--- src/rtl/vx_mem_perf_monitor.sv ---
// Multi-port LSU memory profiler: lane read/write/response counts, outstanding reads, latency and peak.
// Define MEM_PERF_PER_PORT_EN to add per-port pending/latency outputs.
`timescale 1ns/1ps
module vx_mem_perf_monitor #(
    parameter int NUM_PORTS = 4,
    parameter int NUM_LANES = 4,
    parameter int CTR_BITS  = 44,
    parameter int PEND_BITS = 16
) (
    input  logic                           clk,
    input  logic                           reset,
    input  logic                           clear,
    input  logic [NUM_PORTS-1:0]           req_valid,
    input  logic [NUM_PORTS-1:0]           req_ready,
    input  logic [NUM_PORTS-1:0]           req_rw,
    input  logic [NUM_PORTS*NUM_LANES-1:0] req_mask,
    input  logic [NUM_PORTS-1:0]           rsp_valid,
    input  logic [NUM_PORTS-1:0]           rsp_ready,
    input  logic [NUM_PORTS*NUM_LANES-1:0] rsp_mask,
    output logic [CTR_BITS-1:0]            perf_reads,
    output logic [CTR_BITS-1:0]            perf_writes,
    output logic [CTR_BITS-1:0]            perf_rsps,
    output logic [CTR_BITS-1:0]            perf_latency,
    output logic [PEND_BITS-1:0]           pending,
    output logic [PEND_BITS-1:0]           pending_max,
    output logic                           underflow
`ifdef MEM_PERF_PER_PORT_EN
    ,
    output logic [NUM_PORTS*PEND_BITS-1:0] port_pending,
    output logic [NUM_PORTS*CTR_BITS-1:0]  port_latency
`endif
);

    localparam int CNT_W      = $clog2(NUM_PORTS*NUM_LANES+1);
    localparam int PORT_CNT_W = $clog2(NUM_LANES+1);
    localparam int PW         = PEND_BITS + 2;
    localparam int AW         = ((CTR_BITS > PEND_BITS) ? CTR_BITS : PEND_BITS) + 1;
    localparam int SW         = AW + 1;
    localparam logic [CTR_BITS-1:0]  CTR_MAX  = '1;
    localparam logic [PEND_BITS-1:0] PEND_MAX = '1;

    function automatic logic [CTR_BITS-1:0] sat_add(input logic [CTR_BITS-1:0] acc,
                                                    input logic [AW-1:0]       inc);
        logic [SW-1:0] s;
        s = SW'(acc) + SW'(inc);
        return (s > SW'(CTR_MAX)) ? CTR_MAX : s[CTR_BITS-1:0];
    endfunction

    function automatic logic pend_uflow(input logic [PEND_BITS-1:0] cur,
                                        input logic [PW-1:0]        add,
                                        input logic [PW-1:0]        sub);
        return (PW'(cur) + add) < sub;
    endfunction

    // Responses beyond what is outstanding clamp to zero; growth clamps at all-ones.
    function automatic logic [PEND_BITS-1:0] pend_next(input logic [PEND_BITS-1:0] cur,
                                                       input logic [PW-1:0]        add,
                                                       input logic [PW-1:0]        sub);
        logic [PW-1:0] total;
        total = PW'(cur) + add;
        if (total < sub) return '0;
        total = total - sub;
        return (total > PW'(PEND_MAX)) ? PEND_MAX : total[PEND_BITS-1:0];
    endfunction

    logic [CNT_W-1:0]     rd_cnt, wr_cnt, rsp_cnt;
    logic [CNT_W-1:0]     rd_cnt_q, wr_cnt_q;
    logic [CTR_BITS-1:0]  reads_q, reads_d, writes_q, writes_d;
    logic [CTR_BITS-1:0]  rsps_q, rsps_d, latency_q, latency_d;
    logic [PEND_BITS-1:0] pending_q, pending_d, pending_max_q, pending_max_d;
    logic                 underflow_q, underflow_d;

    // NOTE: every always_comb output gets a default first so no path can infer a latch.
    always_comb begin
        rd_cnt  = '0;
        wr_cnt  = '0;
        rsp_cnt = '0;
        for (int p = 0; p < NUM_PORTS; p++) begin
            for (int l = 0; l < NUM_LANES; l++) begin
                if (req_valid[p] && req_ready[p] && req_mask[p*NUM_LANES+l]) begin
                    if (req_rw[p]) wr_cnt = wr_cnt + CNT_W'(1);
                    else           rd_cnt = rd_cnt + CNT_W'(1);
                end
                if (rsp_valid[p] && rsp_ready[p] && rsp_mask[p*NUM_LANES+l])
                    rsp_cnt = rsp_cnt + CNT_W'(1);
            end
        end
    end

    // Requests are delayed one cycle so a response never retires a read issued in the same cycle.
    always_comb begin
        pending_d     = pend_next(pending_q, PW'(rd_cnt_q), PW'(rsp_cnt));
        underflow_d   = underflow_q | pend_uflow(pending_q, PW'(rd_cnt_q), PW'(rsp_cnt));
        pending_max_d = (clear || (pending_d > pending_max_q)) ? pending_d : pending_max_q;
        reads_d       = clear ? '0 : sat_add(reads_q,   AW'(rd_cnt_q));
        writes_d      = clear ? '0 : sat_add(writes_q,  AW'(wr_cnt_q));
        rsps_d        = clear ? '0 : sat_add(rsps_q,    AW'(rsp_cnt));
        latency_d     = clear ? '0 : sat_add(latency_q, AW'(pending_q));
    end

    // NOTE: sequential state uses non-blocking assignments so all registers update from pre-edge values.
    always_ff @(posedge clk) begin
        if (reset) begin
            rd_cnt_q      <= '0;
            wr_cnt_q      <= '0;
            reads_q       <= '0;
            writes_q      <= '0;
            rsps_q        <= '0;
            latency_q     <= '0;
            pending_q     <= '0;
            pending_max_q <= '0;
            underflow_q   <= 1'b0;
        end else begin
            rd_cnt_q      <= rd_cnt;
            wr_cnt_q      <= wr_cnt;
            reads_q       <= reads_d;
            writes_q      <= writes_d;
            rsps_q        <= rsps_d;
            latency_q     <= latency_d;
            pending_q     <= pending_d;
            pending_max_q <= pending_max_d;
            underflow_q   <= underflow_d;
        end
    end

    assign perf_reads   = reads_q;
    assign perf_writes  = writes_q;
    assign perf_rsps    = rsps_q;
    assign perf_latency = latency_q;
    assign pending      = pending_q;
    assign pending_max  = pending_max_q;
    assign underflow    = underflow_q;

`ifdef MEM_PERF_PER_PORT_EN
    for (genvar gp = 0; gp < NUM_PORTS; gp++) begin : g_port
        logic [PORT_CNT_W-1:0] rd_c, rsp_c, rd_c_q;
        logic [PEND_BITS-1:0]  pend_q, pend_d;
        logic [CTR_BITS-1:0]   lat_q, lat_d;

        always_comb begin
            rd_c  = '0;
            rsp_c = '0;
            for (int l = 0; l < NUM_LANES; l++) begin
                if (req_valid[gp] && req_ready[gp] && !req_rw[gp] && req_mask[gp*NUM_LANES+l])
                    rd_c = rd_c + PORT_CNT_W'(1);
                if (rsp_valid[gp] && rsp_ready[gp] && rsp_mask[gp*NUM_LANES+l])
                    rsp_c = rsp_c + PORT_CNT_W'(1);
            end
        end

        always_comb begin
            pend_d = pend_next(pend_q, PW'(rd_c_q), PW'(rsp_c));
            lat_d  = clear ? '0 : sat_add(lat_q, AW'(pend_q));
        end

        always_ff @(posedge clk) begin
            if (reset) begin
                rd_c_q <= '0;
                pend_q <= '0;
                lat_q  <= '0;
            end else begin
                rd_c_q <= rd_c;
                pend_q <= pend_d;
                lat_q  <= lat_d;
            end
        end

        assign port_pending[gp*PEND_BITS +: PEND_BITS] = pend_q;
        assign port_latency[gp*CTR_BITS +: CTR_BITS]   = lat_q;
    end
`endif

endmodule

--- config.mk ---
export PLATFORM = sky130hd
export DESIGN_NAME = vx_mem_perf_monitor
export DESIGN_NICKNAME = d
export VERILOG_FILES = /design/src/rtl/vx_mem_perf_monitor.sv
export SDC_FILE = /design/constraint.sdc
export NUM_CORES = 1
export LEC_CHECK = 0
export ABC_AREA = 0
export CORE_AREA = 2 2 227 139
export DETAILED_ROUTE_END_ITERATION = 16
export DIE_AREA = 0 0 229 141
export HOLD_SLACK_MARGIN = 0.1
export PLACE_DENSITY_LB_ADDON = 0.1
export SLEW_MARGIN = 20
export SYNTH_ARGS = -nofsm -noshare
export SYNTH_HDL_FRONTEND = slang
export SYNTH_SLANG_ARGS = --single-unit
--- constraint.sdc ---
create_clock -name clk -period 19.2 [get_ports clk]
set_input_delay 2.88 -clock clk [delete_from_list [all_inputs] [get_ports clk]]
set_output_delay 2.88 -clock clk [all_outputs]
set_load 0.01 [all_outputs]
== After elaboration in Yosys (flattened, before gate mapping) ==
Index checks and enable logic that the tools add are counted.

* Bits in registers: 219
* Word-level logic and storage cells: 198
* Output and inout bits: 209
* Input bits: 55

* $lt $le $gt $ge: 7
* Multiplexer cells: 88
* Reductions and logical operators: 42
* Add/sub/neg operators: 51
* Bitwise operators: 1

{| class="wikitable"
|+ Operators with widths
! operator !! count
|-
| 2-to-1 mux 5 bit || 75
|-
| adder 5 x 1 -> 5 bit (second input constant) || 45
|-
| > comparator 45 x 44 -> 1 bit (second input constant) || 4
|-
| 2-to-1 mux 44 bit || 4
|-
| adder 44 x 5 -> 45 bit || 3
|-
| 2-to-1 mux 16 bit || 3
|-
| adder 44 x 16 -> 45 bit || 1
|-
| logical AND 1 bit || 40
|-
| > comparator 18 x 16 -> 1 bit (second input constant) || 1
|-
| subtractor 18 x 5 -> 18 bit || 1
|-
| adder 16 x 5 -> 17 bit || 1
|-
| less-than comparator 17 x 5 -> 1 bit || 1
|-
| > comparator 16 bit || 1
|-
| 2-to-1 mux 1 bit || 6
|-
| OR reduction 2 bit || 1
|-
| logical OR 1 bit || 1
|-
| bitwise OR 1 bit || 1
|}

== Logic depth before layout (Yosys ltp) ==
Gate-level depths: netlist (run 1).

* Depth in word-level cells: 48
* Mapped depth: 75
* Mapped depth without buffers: 72

== Worst setup path before layout (run 1) ==
OpenSTA, ideal clock, no wires.

* Path type: input to register
* Start point: in rsp_valid[0]
* End point: reg pending_max_q[10] (netlist: pending_max[10])
* Library setup time: 0.128 ns
* Required time: 19.072 ns
* Stages on the path: 73
* Setup slack: 3.473 ns
* Arrival time: 15.599 ns
* Path buffers: 4
* Cells stage by stage: and2_1 > nand2_1 > inv_1 > ha_1 > buf_2 > xnor2_1 > ha_1 > nand2_1 > a21oi_1 > a21oi_1 > inv_1 > ha_1 > nand2_1 > o31ai_1 > ha_1 > xnor2_1 > nor3_1 > a31oi_1 > (+37 left out) > o21a_1 > ha_1 > nor2b_1 > o21a_1 > o21a_1 > o21a_1 > o21a_1 > o21ai_0 > nand2b_1 > a21oi_1 > o31ai_1 > a21o_1 > a21o_1 > a21oi_1 > clkbuf_1 > buf_1 > mux2i_1 > nor2_1

* Word-level cells in the longest chain between the ends: 39
* Elaborated cells on any way between the ends: 44
* Classes of those cells: add/sub (16); order compare (3); mux (19); reduce/logical (6)

{| class="wikitable"
|+ Ends and longest elaborated chain
! what !! line !! source
|-
| from (decl) || 17 || <nowiki>input logic [NUM_PORTS-1:0] rsp_valid,</nowiki>
|-
| logical AND 1 bit (*) || 84 || <nowiki>if (rsp_valid[p] && rsp_ready[p] && rsp_mask[p*NUM_LANES+l])</nowiki>
|-
| logical AND 1 bit || 84 ||
|-
| 2-to-1 mux 1 bit || 84 ||
|-
| adder 5 x 1 -> 5 bit || 85 || <nowiki>rsp_cnt = rsp_cnt + CNT_W'(1);</nowiki>
|-
| 2-to-1 mux 5 bit || 84 ||
|-
| adder 5 x 1 -> 5 bit || 85 ||
|-
| 2-to-1 mux 5 bit || 84 ||
|-
| adder 5 x 1 -> 5 bit || 85 ||
|-
| (+24 left out) || - ||
|-
| 2-to-1 mux 5 bit (*) || 84 ||
|-
| subtractor 18 x 5 -> 18 bit || 62 || <nowiki>total = total - sub;</nowiki>
|-
| > comparator 18 x 16 -> 1 bit || 63 || <nowiki>return (total > PW'(PEND_MAX)) ? PEND_MAX : total[PEND_BITS-1:0];</nowiki>
|-
| 2-to-1 mux 16 bit || 63 ||
|-
| 2-to-1 mux 16 bit (*) || 62 ||
|-
| via pending_d[1] || 70 || <nowiki>logic [PEND_BITS-1:0] pending_q, pending_d, pending_max_q, pending_max_d;</nowiki>
|-
| > comparator 16 bit (*) || 94 || <nowiki>pending_max_d = (clear || (pending_d > pending_max_q)) ? pending_d : pending_max_q;</nowiki>
|-
| logical OR 1 bit (*) || 94 ||
|-
| to (signal assigned) || 121 || <nowiki>pending_max_q <= pending_max_d;</nowiki>
|-
| to (decl) || 70 ||
|}

Mark *: on every way through the listed nets, which the timed path passes. The rest lies on a longest branch.
A chain may end at the register's enable or synchronous reset.

== Worst setup path after layout (run 1) ==
* Start point: in rsp_valid[0]
* End point: reg pending_max_q[12] (netlist: pending_max[12])

The elaborated chain is that of the path after synthesis.

==> metrics.txt, run 1 <==
Leakage 7.57 nW; total number of vias 15.3k; initial antenna violation count 0; async set or reset register ratio after synthesis 0; critical path peak fanout 18; post-DP HPWL 33900 um; Fin Hold WS 0.507 ns; flops & latches, synth 219; Sw Pwr 0.000718 W; RSZ-0062 raised after global routing no; Clk Latency, worst-skew pair 0.52 ns; H-tree levels 1; P&R area growth vs syn 22.0%; Clock Skew 0.0270 ns; first-pass GRT wire length 72400 um; Mapped Area 0.0165 sq mm; Overflow after GRT 0; r2r endpoint pending_max[12]$_SDFFE_PP0P_; sequential share of the synthesized area 0.266; Comb pwr share 0.474; Clk pwr share 0.238; Slew Viols, Final 0; Int Pwr 0.00116 W; synth unique cells 89; IO Port Bufs 263; met1 Use GR 0.376; core area 0.0305 sq mm; slowest library cell on the worst path nor3b_1; status finished, final reports clean; cts repair resizes 0; sw frac 0.383; critical path type input pin to register; hold path depth 2; placer congestion estimate 0.925; vias in the first global route 14.4k; met3 Usage GRT 0.0554; Worst Hold Class register to register; Layout Nets 2443; VDD IR max 0.0000856 V; drt first pass iters 6; Die ar. 0.0323 sq mm; num rows 50; Max-Slew Margin vs Limit 0.325; Synth top area share 0.266; Most Crowded Layer GR met2; Setup crit end kind register; Levels on crit path 70; Yosys top cell by area dfxtp_1; Crit Reg-Reg Startpoint pending[0]$_SDFF_PP0_; vias per cell 5.64; chip width 229 um; Synth Flop Type dfxtp_1; Startpoint Class input pin; number of flops mapped to enable cells by yosys 0; Slew @ Worst Pin 1.01 ns; Max stage delay on crit path 0.64 ns; fin crit share 0.890; Routed Wire Length 44500 um; Post-CTS Setup Inserts 0; Pwr Density 93.4 mW/mm^2; layout cell share with drive strength beyond 1 0.0414; Final Hold Viols 0; clk slew on worst S/H paths 0.06 ns; post-synthesis cell count 2071; worst reg2reg setup slack 11.47 ns; pin count of the biggest net entering global routing 108; Die Y 141 um; CTS tree done; WP buf/inv 5; grt met2 use 0.412; min cycle time layout 17.09 ns; total power 0.00188 W; synth top area cells dfxtp_1, xnor2_1, ha_1; hold buffers post-CTS 0; ANT nets after route 0; min-delay src pending_max[14]$_SDFFE_PP0P_; cell family with most CP delay compound AO/OA/AOI/OAI gates; r2r worst-path depth 30; Critical Path AT 17.48 ns; root buffer cell clkbuf_16; global-route usage over all layers 0.266; diode count 0; DR iter-0 viols 1051; Filler cells 2642; Setup-failing EPs final 0; hold endpoint pending_max[14]$_SDFFE_PP0P_; cts bufs inserted 22; Synth warnings 0; most used cell, CP ha_1; clk sink count 219; WL per Instance 16.4 um; Final TNS setup 0 ns; power share of the sequential group 0.288; Syn Area/Cell 7.95 sq um; FMAX 0.0585 GHz; CP required 19.59 ns; starting density of the core 0.539; max-cap violations 0; io pins 264; Synth Net Count 2234; Clock Path Buffers 3; DRC 0
-- metrics by stage --
stage / area (sq um) / setup slack, ns / cells / util
finish: 20100 / 2.11 / 2712 / 0.658
floorplan: 16500 / 3.47 / 2071 / -
global placement: 19300 / 2.08 / 2672 / 0.633
detailed placement: 19300 / 1.76 / 2672 / 0.634
global route: 20100 / 1.09 / 2712 / 0.658
CTS: 20100 / 2.25 / 2712 / 0.658
-- layout make-up --
cell class,count,area [sq um],area share
inverter,84,315,0.0157
tap,416,520,0.0259
clock buffer,32,639,0.0318
timing repair buffer,271,2700,0.134
clock inverter,8,98.8,0.00492
multi-input combinational,1682,11400,0.569
sequential,219,4380,0.218
-- synthesized netlist by cell type (all sizes together) (9+ instances only) --
cell / n
nor2b: 17
and3: 73
dfxtp: 219
o21ai: 50
a21o: 26
nor3b: 11
buf: 20
a21oi: 253
inv: 84
clkbuf: 66
o21a: 15
a31oi: 13
nor2: 179
o21bai: 12
xor2: 121
nand2b: 11
nand2: 204
mux2i: 28
nand3: 103
ha: 102
o22ai: 13
xnor3: 9
and2: 23
nand4: 30
nor3: 47
xnor2: 199
nor4: 10
-- power groups by stage --
stage / combinational [W] / clock (W) / sequential [W]
floorplan: 0.000626 / 0 / 0.000542
global placement: 0.000851 / 0 / 0.000549
detailed placement: 0.000871 / 0 / 0.000549
CTS: 0.000880 / 0.000453 / 0.000538
global route: 0.000988 / 0.000474 / 0.000543
finish: 0.000889 / 0.000446 / 0.000539
-- tightest hold or removal path, delay by kind of cell (launching register included) --
family	cells	cell delay (ns)
compound gates	1	0.06
buf+inv	1	0.08
flops	1	0.32
-- cells in the final DEF, fill, tap and decap left out, drive strengths merged, types with 47 or more instances in the layout --
cell	n
ha	102
nand2	204
nor3	47
inv	85
nor2	179
o21ai	50
a21oi	253
xor2	121
xnor2	199
clkdlybuf4s50	263
dfxtp	219
nand3	103
and3	73
-- worst max path at each step --
stage,from,end
floorplan,rsp_valid[0],pending_max[10]$_SDFFE_PP0P_
global placement,rsp_valid[0],pending_max[4]$_SDFFE_PP0P_
detailed placement,rsp_valid[0],pending_max[12]$_SDFFE_PP0P_
CTS,rsp_valid[0],pending_max[12]$_SDFFE_PP0P_
global route,rsp_valid[0],pending_max[0]$_SDFFE_PP0P_
finish,rsp_valid[0],pending_max[12]$_SDFFE_PP0P_
-- cells by family after synthesis --
family,share of synthesized area
simple gates,0.227
compound gates,0.163
xor+xnor,0.196
flops,0.266
buf+inv,0.0398
fa+ha+maj,0.0848
mux,0.0225
-- metal layers --
metal / wire (um) / up-vias
li1: - / 7675
met1: 21800 / 7155
met2: 18800 / 394
met3: 2850 / 64
met4: 1090 / 0
met5: 0 / -
-- flip-flops by register name, summed over array words and instances (netlist names) --
name	cells
rd_cnt_q	5
pending	16
perf_rsps	44
wr_cnt_q	5
perf_writes	44
perf_reads	44
underflow	1
perf_latency	44
pending_max	16
No activity file was read; power rests on OpenSTA's default activity.
==> run 2, diff against run 1 <==
- CTS_CLUSTER_SIZE: unset -> 12
==> metrics.txt, run 2 (synthesized netlist as in run 1, its figures left out) <==
status finished, final reports clean; FMAX 0.0587 GHz (+0.36%); VDD IR max 0.0000809 V (-5.6%); chip width 229 um (unchanged); most common cell after layout, fill and taps aside clkdlybuf4s50_1; total number of vias 15.3k (+0.23%); slowest library cell on the worst path nor3b_1; vias in the first global route 14.3k (-0.40%); Slew Viols, Final 0 (unchanged); Final Hold Viols 0 (unchanged); root buffer cell clkbuf_16; num rows 50 (unchanged); cts bufs inserted 23 (+4.5%); Pwr Density 91.8 mW/mm^2 (-1.7%); vias per cell 5.66 (+0.49%); commonest non-fill, non-tap cells in the layout clkdlybuf4s50_1, a21oi_1, dfxtp_1; diode count 0 (unchanged); Startpoint Class input pin; placer congestion estimate 0.925 (unchanged); Die ar. 0.0323 sq mm (unchanged); min cycle time layout 17.03 ns (-0.0616 ns); initial antenna violation count 0 (unchanged); IO Port Bufs 263 (unchanged); Final TNS setup 0 ns (unchanged); Leakage 7.54 nW (-0.42%); post-DP HPWL 33900 um (unchanged); DRC 0 (unchanged); core area 0.0305 sq mm (unchanged); Layout Nets 2444 (+0.041%); Critical Path AT 17.42 ns (-0.06 ns); Routed Wire Length 44400 um (-0.27%); P&R area growth vs syn 21.6%; cts repair resizes 0 (unchanged); Fin Hold WS 0.507 ns (-0.000396 ns); first-pass GRT wire length 72300 um (about the same); DR iter-0 viols 1140 (+8.5%); total power 0.00184 W (-2.1%); Clk Latency, worst-skew pair 0.52 ns (about the same); pin count of the biggest net entering global routing 108 (unchanged); CTS tree done; Max stage delay on crit path 0.62 ns (-0.02 ns); fin crit share 0.887 (-0.00321); WL per Instance 16.4 um (about the same); global-route usage over all layers 0.266 (about the same); Worst Hold Class register to register; Clock Skew 0.0169 ns (-0.0102 ns); Layout Cells excl Fill 2705 (-0.26%); drt first pass iters 5 (-1); io pins 264 (unchanged); critical path type input pin to register; Slew @ Worst Pin 1.01 ns (+0.00438 ns); RSZ-0062 raised after global routing no; max-cap violations 0 (unchanged); layout cell share with drive strength beyond 1 0.0393 (-0.00206); Placed Instances 2672 (unchanged); ANT nets after route 0 (unchanged); post-placement cell area 0.0193 sq mm (unchanged); most used cell, CP ha_1; Setup crit end kind register; Setup-failing EPs final 0 (unchanged); hold buffers post-CTS 0 (unchanged); Overflow after GRT 0 (unchanged); Clock Path Buffers 3 (unchanged); clk slew on worst S/H paths 0.06 ns (about the same); clk sink count 219 (unchanged); critical path peak fanout 18 (unchanged); Final Cell Area 0.0200 sq mm (-0.39%); Die Y 141 um (unchanged); Post-CTS Setup Inserts 0 (unchanged); H-tree levels 1 (unchanged); starting density of the core 0.539 (unchanged); Max-Slew Margin vs Limit 0.322 (-0.00294); CP required 19.59 ns (about the same)
==> run 2: critical path: cells and delay by family <==
family          cells  cell delay (ns)
compound gates     28             5.56
fa+ha+maj          12             3.75
simple gates       15             2.20
xor+xnor            6             1.07
mux                 4             1.03
buf+inv             5             0.90
==> run 2: final cells by class <==
class                      count  area, sq um
clock buffer                  31          646
clock inverter                 2         13.8
tap                          416          520
timing repair buffer         271         2700
fill                        2655        10500
sequential                   219         4380
inverter                      84          315
multi-input combinational   1682        11400
==> run 2: power breakdown <==
part / switching (W) / leakage [nW] / internal (W)
Clock: 0.000178 / 0.325 / 0.000232
Combinational: 0.000482 / 5.44 / 0.000405
Sequential: 0.0000469 / 1.77 / 0.000492
==> run 2: metrics by stage <==
stage / setup slack (ns) / utilization
floorplan: 3.47 / -
global placement: 2.08 / 0.633
detailed placement: 1.76 / 0.634
CTS: 2.27 / 0.655
global route: 1.15 / 0.655
finish: 2.17 / 0.655
==> run 2: path summary, 6_finish.rpt <==
check	startpoint	endpoint	slack, ns	depth (start not counted)
worst max register to register	pending[0]$_SDFF_PP0_	pending_max[12]$_SDFFE_PP0P_	11.52	30
worst min register to register	pending_max[14]$_SDFFE_PP0P_	pending_max[14]$_SDFFE_PP0P_	0.51	2
worst min-delay path	pending_max[14]$_SDFFE_PP0P_	pending_max[14]$_SDFFE_PP0P_	0.51	2
worst max-delay path	rsp_valid[0]	pending_max[12]$_SDFFE_PP0P_	2.17	70
==> run 2: routing by layer <==
metal / up-vias / track usage / share of wire
met2: 434 / 0.413 / 0.42
met5: - / 0 / 0
li1: 7662 / - / -
met1: 7162 / 0.376 / 0.48
met4: 0 / 0.0653 / 0.023
met3: 65 / 0.0548 / 0.069
==> run 3, diff against run 2 <==
- HOLD_SLACK_MARGIN: 0.1 -> 0.06
==> results of run 3 <==
The final DEF is identical to that of run 2; final timing and power are the same.
